[config.mk]
export PLATFORM = sky130hd
export DESIGN_NAME = board_vga_renderer_flat
export DESIGN_NICKNAME = d
export VERILOG_FILES = /design/src/rtl/board_vga_renderer_if.sv /design/src/rtl/board_vga_renderer.sv /design/src/flat_wrapper.sv
export SDC_FILE = /design/constraint.sdc
export NUM_CORES = 1
export LEC_CHECK = 0
export ABC_AREA = 1
export CELL_PAD_IN_SITES_DETAIL_PLACEMENT = 1
export CELL_PAD_IN_SITES_GLOBAL_PLACEMENT = 2
export CORE_MARGIN = 2
export CORE_UTILIZATION = 30
export CTS_CLUSTER_SIZE = 24
export DETAILED_ROUTE_END_ITERATION = 8
export MAX_ROUTING_LAYER = met4
export PLACE_DENSITY_LB_ADDON = 0.3
export SETUP_SLACK_MARGIN = 0.05
export SYNTH_ARGS = -nofsm -noshare
export SYNTH_HDL_FRONTEND = slang
export SYNTH_SLANG_ARGS = --single-unit
[constraint.sdc]
create_clock -name clk -period 3.27 [get_ports clk]
set_clock_uncertainty 0.05 [all_clocks]
set_input_delay 0.981 -clock clk [delete_from_list [all_inputs] [get_ports clk]]
set_output_delay 0.981 -clock clk [all_outputs]
set_load 0.05 [all_outputs]
[src/rtl/board_vga_renderer_if.sv]
// Bus between the game-state block and the VGA renderer: pixel tick and
// game-state snapshot inputs towards the renderer, VGA pin outputs back.
interface board_vga_renderer_if;
  logic         pix_en;
  logic [199:0] cell_status_flat;
  logic [4:0]   turns_left;
  logic [3:0]   sprite_row;
  logic [3:0]   sprite_col;
  logic         hsync;
  logic         vsync;
  logic [11:0]  rgb;
  logic         frame_start;

  modport master (
    output pix_en, cell_status_flat, turns_left, sprite_row, sprite_col,
    input  hsync, vsync, rgb, frame_start
  );

  modport slave (
    input  pix_en, cell_status_flat, turns_left, sprite_row, sprite_col,
    output hsync, vsync, rgb, frame_start
  );
endinterface

[src/rtl/board_vga_renderer.sv]
// VGA timing plus a two-stage pixel pipeline drawing the 10x10 board, cursor,
// turns bar and game-over border from a once-per-frame shadow of the game state.
module board_vga_renderer #(
  parameter int H_ACTIVE = 640,
  parameter int H_FP     = 16,
  parameter int H_SYNC   = 96,
  parameter int H_BP     = 48,
  parameter int V_ACTIVE = 480,
  parameter int V_FP     = 10,
  parameter int V_SYNC   = 2,
  parameter int V_BP     = 33,
  parameter int GRID_X0  = 120,
  parameter int GRID_Y0  = 40,
  parameter int CELL     = 40,
  parameter int BAR_GAP  = 10,
  parameter int BAR_H    = 10,
  parameter int BAR_UNIT = 16
) (
  input  logic clk,
  input  logic reset,
  board_vga_renderer_if.slave bus
);
  localparam logic [9:0] H_LAST   = 10'(H_ACTIVE + H_FP + H_SYNC + H_BP - 1);
  localparam logic [9:0] V_LAST   = 10'(V_ACTIVE + V_FP + V_SYNC + V_BP - 1);
  localparam logic [9:0] H_ACT    = 10'(H_ACTIVE);
  localparam logic [9:0] V_ACT    = 10'(V_ACTIVE);
  localparam logic [9:0] HS_BEG   = 10'(H_ACTIVE + H_FP);
  localparam logic [9:0] HS_END   = 10'(H_ACTIVE + H_FP + H_SYNC);
  localparam logic [9:0] VS_BEG   = 10'(V_ACTIVE + V_FP);
  localparam logic [9:0] VS_END   = 10'(V_ACTIVE + V_FP + V_SYNC);
  localparam logic [9:0] GX0      = 10'(GRID_X0);
  localparam logic [9:0] GX1      = 10'(GRID_X0 + 10 * CELL);
  localparam logic [9:0] GY0      = 10'(GRID_Y0);
  localparam logic [9:0] GY1      = 10'(GRID_Y0 + 10 * CELL);
  localparam logic [9:0] BY0      = 10'(GRID_Y0 + 10 * CELL + BAR_GAP);
  localparam logic [9:0] BY1      = 10'(GRID_Y0 + 10 * CELL + BAR_GAP + BAR_H);
  localparam logic [9:0] BAR_W    = 10'(BAR_UNIT);
  localparam logic [5:0] OFF_LAST = 6'(CELL - 1);
  localparam logic [5:0] EDGE_LO  = 6'd3;
  localparam logic [5:0] EDGE_HI  = 6'(CELL - 3);

  logic [9:0]   hc, vc, hc_next, vc_next, bar_end;
  logic [5:0]   offx, offy;
  logic [3:0]   col, row;
  logic [199:0] sh_board;
  logic [4:0]   sh_turns;
  logic [3:0]   sh_row, sh_col;
  logic [1:0]   cells [100];
  logic [6:0]   cell_idx;
  logic [1:0]   cell_now;
  logic         frame_end, in_grid, in_bar, in_band, cursor_hit;

  logic         p1_hsync, p1_vsync, p1_active, p1_grid, p1_cursor, p1_line, p1_bar, p1_over;
  logic [1:0]   p1_status;
  logic         hsync_reg, vsync_reg, frame_start_reg;
  logic [11:0]  rgb_reg;

  for (genvar gi = 0; gi < 100; gi++) begin : g_cells
    assign cells[gi] = sh_board[gi*2 +: 2];
  end

  assign hc_next    = (hc == H_LAST) ? '0 : hc + 10'd1;
  assign vc_next    = (vc == V_LAST) ? '0 : vc + 10'd1;
  assign frame_end  = (hc == H_LAST) && (vc == V_LAST);
  assign in_grid    = (hc >= GX0) && (hc < GX1) && (vc >= GY0) && (vc < GY1);
  assign bar_end    = GX0 + {5'd0, sh_turns} * BAR_W;
  assign in_bar     = (vc >= BY0) && (vc < BY1) && (hc >= GX0) && (hc < bar_end);
  assign in_band    = (offx < EDGE_LO) || (offx >= EDGE_HI) || (offy < EDGE_LO) || (offy >= EDGE_HI);
  assign cursor_hit = (row == sh_row) && (col == sh_col) && in_band;
  assign cell_idx   = {3'd0, row} * 7'd10 + {3'd0, col};
  assign cell_now   = (cell_idx < 7'd100) ? cells[cell_idx] : 2'b00;

  // offx/offy and col/row track (hc-GX0)%CELL etc.; they restart on entering the grid.
  always_ff @(posedge clk) begin
    if (reset) begin
      hc   <= '0;
      vc   <= '0;
      offx <= '0;
      offy <= '0;
      col  <= '0;
      row  <= '0;
    end else if (bus.pix_en) begin
      hc <= hc_next;
      if (hc_next == GX0) begin
        offx <= '0;
        col  <= '0;
      end else if (offx == OFF_LAST) begin
        offx <= '0;
        col  <= col + 4'd1;
      end else begin
        offx <= offx + 6'd1;
      end
      if (hc == H_LAST) begin
        vc <= vc_next;
        if (vc_next == GY0) begin
          offy <= '0;
          row  <= '0;
        end else if (offy == OFF_LAST) begin
          offy <= '0;
          row  <= row + 4'd1;
        end else begin
          offy <= offy + 6'd1;
        end
      end
    end
  end

  // Snapshot on the last pixel of the frame so the whole next frame uses one state.
  always_ff @(posedge clk) begin
    if (reset) begin
      sh_board        <= '0;
      sh_turns        <= 5'd15;
      sh_row          <= '0;
      sh_col          <= '0;
      frame_start_reg <= 1'b0;
    end else begin
      frame_start_reg <= bus.pix_en && frame_end;
      if (bus.pix_en && frame_end) begin
        sh_board <= bus.cell_status_flat;
        sh_turns <= bus.turns_left;
        sh_row   <= bus.sprite_row;
        sh_col   <= bus.sprite_col;
      end
    end
  end

  always_ff @(posedge clk) begin
    if (reset) begin
      p1_hsync  <= 1'b1;
      p1_vsync  <= 1'b1;
      p1_active <= 1'b0;
      p1_grid   <= 1'b0;
      p1_cursor <= 1'b0;
      p1_line   <= 1'b0;
      p1_bar    <= 1'b0;
      p1_over   <= 1'b0;
      p1_status <= 2'b00;
      hsync_reg <= 1'b1;
      vsync_reg <= 1'b1;
      rgb_reg   <= '0;
    end else if (bus.pix_en) begin
      p1_hsync  <= !((hc >= HS_BEG) && (hc < HS_END));
      p1_vsync  <= !((vc >= VS_BEG) && (vc < VS_END));
      p1_active <= (hc < H_ACT) && (vc < V_ACT);
      p1_grid   <= in_grid;
      p1_cursor <= cursor_hit;
      p1_line   <= (offx == 6'd0) || (offy == 6'd0);
      p1_bar    <= in_bar;
      p1_over   <= (sh_turns == 5'd0);
      p1_status <= cell_now;
      hsync_reg <= p1_hsync;
      vsync_reg <= p1_vsync;
      if (!p1_active)     rgb_reg <= 12'h000;
      else if (p1_grid) begin
        if (p1_cursor)    rgb_reg <= 12'hFF0;
        else if (p1_line) rgb_reg <= 12'hFFF;
        else begin
          case (p1_status)
            2'b00:   rgb_reg <= 12'h00F;
            2'b01:   rgb_reg <= 12'h888;
            2'b10:   rgb_reg <= 12'h000;
            default: rgb_reg <= 12'hF00;
          endcase
        end
      end
      else if (p1_bar)    rgb_reg <= 12'h0F0;
      else if (p1_over)   rgb_reg <= 12'h400;
      else                rgb_reg <= 12'h111;
    end
  end

  assign bus.hsync       = hsync_reg;
  assign bus.vsync       = vsync_reg;
  assign bus.rgb         = rgb_reg;
  assign bus.frame_start = frame_start_reg;
endmodule
[src/flat_wrapper.sv]
// flat-port wrapper written by rule: the top's interface ports become plain ports
module board_vga_renderer_flat 
#(
  parameter int H_ACTIVE = 640,
  parameter int H_FP     = 16,
  parameter int H_SYNC   = 96,
  parameter int H_BP     = 48,
  parameter int V_ACTIVE = 480,
  parameter int V_FP     = 10,
  parameter int V_SYNC   = 2,
  parameter int V_BP     = 33,
  parameter int GRID_X0  = 120,
  parameter int GRID_Y0  = 40,
  parameter int CELL     = 40,
  parameter int BAR_GAP  = 10,
  parameter int BAR_H    = 10,
  parameter int BAR_UNIT = 16
)
  (clk, reset, bus_pix_en, bus_cell_status_flat, bus_turns_left, bus_sprite_row, bus_sprite_col, bus_hsync, bus_vsync, bus_rgb, bus_frame_start);
  board_vga_renderer_if bus_i ();
  input  logic clk;
  input  logic reset;
  input wire logic [$bits(bus_i.pix_en)-1:0] bus_pix_en;
  input wire logic [$bits(bus_i.cell_status_flat)-1:0] bus_cell_status_flat;
  input wire logic [$bits(bus_i.turns_left)-1:0] bus_turns_left;
  input wire logic [$bits(bus_i.sprite_row)-1:0] bus_sprite_row;
  input wire logic [$bits(bus_i.sprite_col)-1:0] bus_sprite_col;
  output wire logic [$bits(bus_i.hsync)-1:0] bus_hsync;
  output wire logic [$bits(bus_i.vsync)-1:0] bus_vsync;
  output wire logic [$bits(bus_i.rgb)-1:0] bus_rgb;
  output wire logic [$bits(bus_i.frame_start)-1:0] bus_frame_start;
  assign bus_i.pix_en = bus_pix_en;
  assign bus_i.cell_status_flat = bus_cell_status_flat;
  assign bus_i.turns_left = bus_turns_left;
  assign bus_i.sprite_row = bus_sprite_row;
  assign bus_i.sprite_col = bus_sprite_col;
  assign bus_hsync = bus_i.hsync;
  assign bus_vsync = bus_i.vsync;
  assign bus_rgb = bus_i.rgb;
  assign bus_frame_start = bus_i.frame_start;
  board_vga_renderer #(.H_ACTIVE(H_ACTIVE), .H_FP(H_FP), .H_SYNC(H_SYNC), .H_BP(H_BP), .V_ACTIVE(V_ACTIVE), .V_FP(V_FP), .V_SYNC(V_SYNC), .V_BP(V_BP), .GRID_X0(GRID_X0), .GRID_Y0(GRID_Y0), .CELL(CELL), .BAR_GAP(BAR_GAP), .BAR_H(BAR_H), .BAR_UNIT(BAR_UNIT)) u_core (.clk(clk), .reset(reset), .bus(bus_i));
endmodule
## Word-level counts from Yosys, hierarchy flattened

Index checks and enable logic that the tools add are counted.

| word-level totals | value |
|---|---|
| register bits after elaboration | 278 |

| operators by class | value |
|---|---|
| add/subtract/negate cells | 8 |
| multiply operators | 1 |
| $lt $le $gt $ge | 19 |
| equality and inequality tests | 10 |
| multiplexer cells | 21 |
| bitwise operators | 1 |
| reductions and logical operators | 28 |

Operators with widths:

| cell | number |
|---|---|
| $mux W12 | 5 |
| $lt A10 B9 Y1 const B | 4 |
| $pmux W12 S3 | 1 |
| $lt A10 B10 Y1 const B | 3 |
| $mux W6 | 4 |
| $add A10 B1 Y10 const B | 2 |
| $eq A10 B10 Y1 const B | 2 |
| $ge A10 B9 Y1 const B | 2 |
| $mux W10 | 2 |
| $mux W4 | 4 |
| $bmux W2 S7 | 1 |
| $logic_and A1 B1 Y1 | 13 |
| $add A6 B1 Y6 const B | 2 |
| $eq A6 B6 Y1 const B | 2 |
| $ge A6 B6 Y1 const B | 2 |
| $logic_not A6 Y1 | 2 |
| $lt A6 B2 Y1 const B | 2 |
| $mux W11 | 1 |
| $add A7 B9 Y10 const A | 1 |
| $eq A10 B6 Y1 const B | 1 |
| $eq A10 B7 Y1 const B | 1 |
| $ge A10 B10 Y1 const B | 1 |
| $ge A10 B6 Y1 const B | 1 |
| $ge A10 B7 Y1 const B | 1 |
| other kinds (18) | 28 |

## Logic depth before layout (Yosys ltp)

| logic depth | value |
|---|---|
| depth after elaboration | 7 |
| gate-level depth with buffers | 15 |

## Worst setup path after synthesis

No wires, ideal clock.

| timing | value |
|---|---|
| path kind | reg2reg |
| start | register u_core.row[1] |
| end | register u_core.p1_status[1] |
| setup time | 0.064 ns |
| arrival time | 2.149 ns |
| required time | 3.156 ns |
| path slack | 1.007 ns |
| stages on the path, launching flop included | 12 |
| clock period less this slack | 2.263 ns |
| path through | dfxtp_1 ha_1 ha_1 inv_1 fa_1 xnor2_1 inv_1 o21ai_0 nand3_1 nand2_1 nor2_1 nor2_1 |

| on the way | value |
|---|---|
| word-level cells in the longest chain between the ends | 7 |

RTL lines:

| element | line | source |
|---|---|---|
| from (decl) | board_vga_renderer.sv:44 | `logic [3:0] col, row;` |
| from (signal assigned) | board_vga_renderer.sv:100 | `row <= row + 4'd1;` |
| $mul A4 B3 Y6 * | board_vga_renderer.sv:70 | `assign cell_idx = {3'd0, row} * 7'd10 + {3'd0, col};` |
| $add A7 B4 Y7 * | board_vga_renderer.sv:70 |  |
| $not A7 Y8 (implied by the code) | board_vga_renderer.sv:71 | `assign cell_now = (cell_idx < 7'd100) ? cells[cell_idx] : 2'b00;` |
| $bmux W2 S7 | board_vga_renderer.sv:71 |  |
| $mux W2 (implied by the code) (2 in a row) | board_vga_renderer.sv:71 |  |
| $mux W2 * | board_vga_renderer.sv:71 |  |
| to (signal assigned) | board_vga_renderer.sv:150 | `p1_status <= cell_now;` |
| to (decl) | board_vga_renderer.sv:54 | `logic [1:0] p1_status;` |

Mark *: on every way between the ends. The rest lies on a longest branch, timed or not. The select of a mux whose other input is x is not followed.
A chain may end at the register's enable or synchronous reset.

## Final worst setup path

| timing | value |
|---|---|
| start | register u_core.row[0] |
| end | register u_core.p1_status[1] |

The elaborated chain is that of the path after synthesis.

==> flow_metrics.py <==
metrics = {
    "run_status": {
        "status": "finished clean",
    },
    "timing": {
        "fin_crit_sh": 0.862,
        "setup_violations": 0,
        "rsz0062_at_grt": "false",
        "hold_viol": 0,
        "period_needed_ns": 2.82,
        "slew_violations": 0,
        "timing.hold.ws_ns": 0.409,
        "clock.fmax_mhz": 355,
        "slew-limit-headroom": 0.569,
        "worst_slew_pin_slew_ns": 0.640,
        "tns_ns": 0,
    },
    "layout": {
        "area_growth_pct": 32.6,
        "final_cell_mix": "383 x nand2_1, 275 x dfxtp_1, 230 x clkdlybuf4s50_1",
        "fin_nets": 2116,
        "layout_commonest_cell": "nand2_1",
        "utilization": 0.401,
        "top_register": "u_core.sh_board",
        "drive_gt1_frac": 0.0618,
        "largest_reg_flops": 200,
    },
    "floorplanning": {
        "die_w_microns": 209,
        "ioPinCount": 231,
        "die_h_microns": 209,
        "initial_core_util": 0.302,
        "dieArea_sq_um": 43700,
        "coreArea_sq_um": 41800,
        "std_cell_rows": 75,
    },
    "routing": {
        "drcViolationCount": 0,
        "drt_iter0_drc": 545,
        "postRouteAntennaNets": 0,
        "vias_per_cell": 4.88,
        "drtPass1Iterations": 4,
        "drt-total-wl_microns": 43800,
        "wl_per_cell_microns": 18.0,
        "vias": 11903,
    },
    "power_and_ir_drop": {
        "swShare": 0.223,
        "combPwrFrac": 0.063,
        "power.density_nw_per_um2": 471,
        "sequentialPowerShare": 0.433,
        "switchingPower_mw": 1.76,
        "vdd_drop_max_uv": 264,
        "p_total_mw": 7.88,
        "p_int_mw": 6.12,
        "p_clk_frac": 0.505,
        "power.leakage_nw": 6.64,
    },
    "grt": {
        "grt_busiest_layer": "met2",
        "grt_max_degree": 82,
        "grt_pass1_wl_microns": 68700,
        "globalRouteMet2Util": 0.326,
        "use_met1": 0.275,
        "grt_pass1_vias": 12295,
        "track_usage": 0.206,
        "grt_overflow_total": 0,
        "grt_use_met3": 0.0319,
        "antenna_found_initial": 6,
    },
    "logic_synthesis": {
        "synth_top_cell_area_share": 0.438,
        "yosysSeqAreaShare": 0.438,
        "syn_inst": 1664,
        "synthArstFlopShare": 0,
        "syn_area_sq_um": 12600,
        "synth_edf_count": 0,
        "synth_cell_types": 43,
        "yosysWarnings": 0,
        "ys.flop_type": "dfxtp_1",
        "syn_avg_cell_area_sq_um": 7.58,
        "yosys.area.top_type": "dfxtp_1",
        "synthTopCellsByArea": "dfxtp_1 44%, nand2_1 11%, a22o_1 7.6%",
        "ys_seq_elements": 276,
        "synth_fp_nets": 1910,
    },
    "critical_path": {
        "r2r_cells": 13,
        "cp_max_fo": 7,
        "cp-end-kind": "flop",
        "reg2reg_from": "u_core.row[0]$_SDFFE_PP0P_",
        "rrSetupSlack_ns": 0.45,
        "criticalPathCategory": "reg2reg",
        "rr_endpoint": "u_core.p1_status[1]$_SDFFE_PP0P_",
        "worstSetupStartpointType": "flop",
        "cp.required_ns": 3.64,
        "crit_arrival_ns": 3.19,
    },
    "clock_network": {
        "cts_tree": "yes",
        "cts.sinks": 276,
        "clk_pin_slew_ns": 0.06,
        "post_cts_resized": 0,
        "holdBufCountCts": 0,
        "cts_buffers": 34,
        "root_buffer": "clkbuf_16",
        "post_cts.repair.setup_buffers": 0,
        "insertion_delay_ns": 0.54,
        "cts-htree-levels": 2,
        "clk_path_buf_depth": 3,
    },
    "hold_path": {
        "min_to": "u_core.bus.vsync$_SDFFE_PP1P_",
        "hold_start": "u_core.bus.vsync$_SDFFE_PP1P_",
        "hold_path_class": "reg2reg",
        "hold_depth": 2,
    },
    "placed_design": {
        "hpwl_microns": 31800,
        "place_congestion": 0.830,
        "io_buffers": 230,
    },
    "flow_run": {
        "max_cap_violations": 0,
    },
}
## synthesized netlist by cell type, types with 2 or more instances
cell and count:
a211oi_1 3, a21oi_1 78, a22o_1 109, buf_1 8, buf_2 18, buf_4 19, buf_6 11, clkbuf_1 44
dfxtp_1 276, fa_1 2, ha_1 28, inv_1 177, inv_2 5, nand2_1 383, nand2_2 2, nand3_1 190
nand3b_1 4, nand4_1 9, nor2_1 65, nor2_2 3, nor3_1 7, nor3b_1 2, nor4_1 4, o2111ai_1 2
o211ai_1 13, o21ai_0 78, o21ai_1 85, xnor2_1 7, xor2_1 18
## worst max-delay path by stage
stage	from	endpoint	slack, ns
final	u_core.row[0]$_SDFFE_PP0P_	u_core.p1_status[1]$_SDFFE_PP0P_	0.45
after CTS	u_core.row[0]$_SDFFE_PP0P_	u_core.p1_status[1]$_SDFFE_PP0P_	0.40
after detailed placement	bus_pix_en	u_core.sh_board[121]$_SDFFE_PP0P_	0.28
after global routing	u_core.row[0]$_SDFFE_PP0P_	u_core.p1_status[1]$_SDFFE_PP0P_	0.23
after global placement	bus_pix_en	u_core.offx[5]$_SDFFE_PP0P_	0.36
after floorplan	u_core.row[1]$_SDFFE_PP0P_	u_core.p1_status[1]$_SDFFE_PP0P_	1.01
## worst max-delay path, cell delays in order, from the launching register on
cell and delay, ns:
dfxtp_1 0.50, ha_2 0.25, fa_1 0.47, buf_4 0.20
nor2_1 0.39, nand2_1 0.11, nand2_1 0.10, inv_1 0.05
nand3_1 0.07, nand3_1 0.07, nand2_1 0.08, nor2_1 0.05
nor2_1 0.25, nor2_1 0.06
## power by group through the flow
stage / Sequential, mW / Clock (mW) / Combinational (mW)
3_5_place_dp: 3.48 / 0 / 0.497
4_1_cts: 3.41 / 4.08 / 0.501
3_3_place_gp: 3.48 / 0 / 0.497
2_1_floorplan: 3.49 / 0 / 0.129
5_1_grt: 3.41 / 4.25 / 0.532
6_report: 3.41 / 3.97 / 0.496
## logic make-up after synthesis
| group | share of synthesized area |
|---|---|
| xor+xnor | 0.0174 |
| buf+inv | 0.0986 |
| simple gates | 0.229 |
| compound gates | 0.186 |
| flops | 0.438 |
| fa+ha+maj | 0.0309 |
## final cells by class
cell class	instances	area, sq um
Clock inverter	15	204
Timing Repair Buffer	271	2770
Antenna cell	6	15.0
Tap cell	539	674
Fill cell	5026	25000
Clock buffer	45	983
Multi-Input combinational cell	1104	5860
Inverter	183	693
Sequential cell	276	5530
## metrics by stage
step | std cells | cell area [sq um] | setup slack (ns)
after floorplan | 1664 | 12600 | 1.01
after global placement | 2373 | 15500 | 0.362
after detailed placement | 2373 | 15500 | 0.277
after CTS | 2433 | 16700 | 0.403
after global routing | 2438 | 16700 | 0.227
final | 2439 | 16700 | 0.450
## metal layers
| metal | share of wire | vias to the layer above |
|---|---|---|
| li1 | - | 5959 |
| met1 | 0.49 | 5669 |
| met2 | 0.45 | 237 |
| met3 | 0.044 | 38 |
| met4 | 0.017 | 0 |
| met5 | 0 | - |
Note: power is estimated with default switching activity, not from simulation.
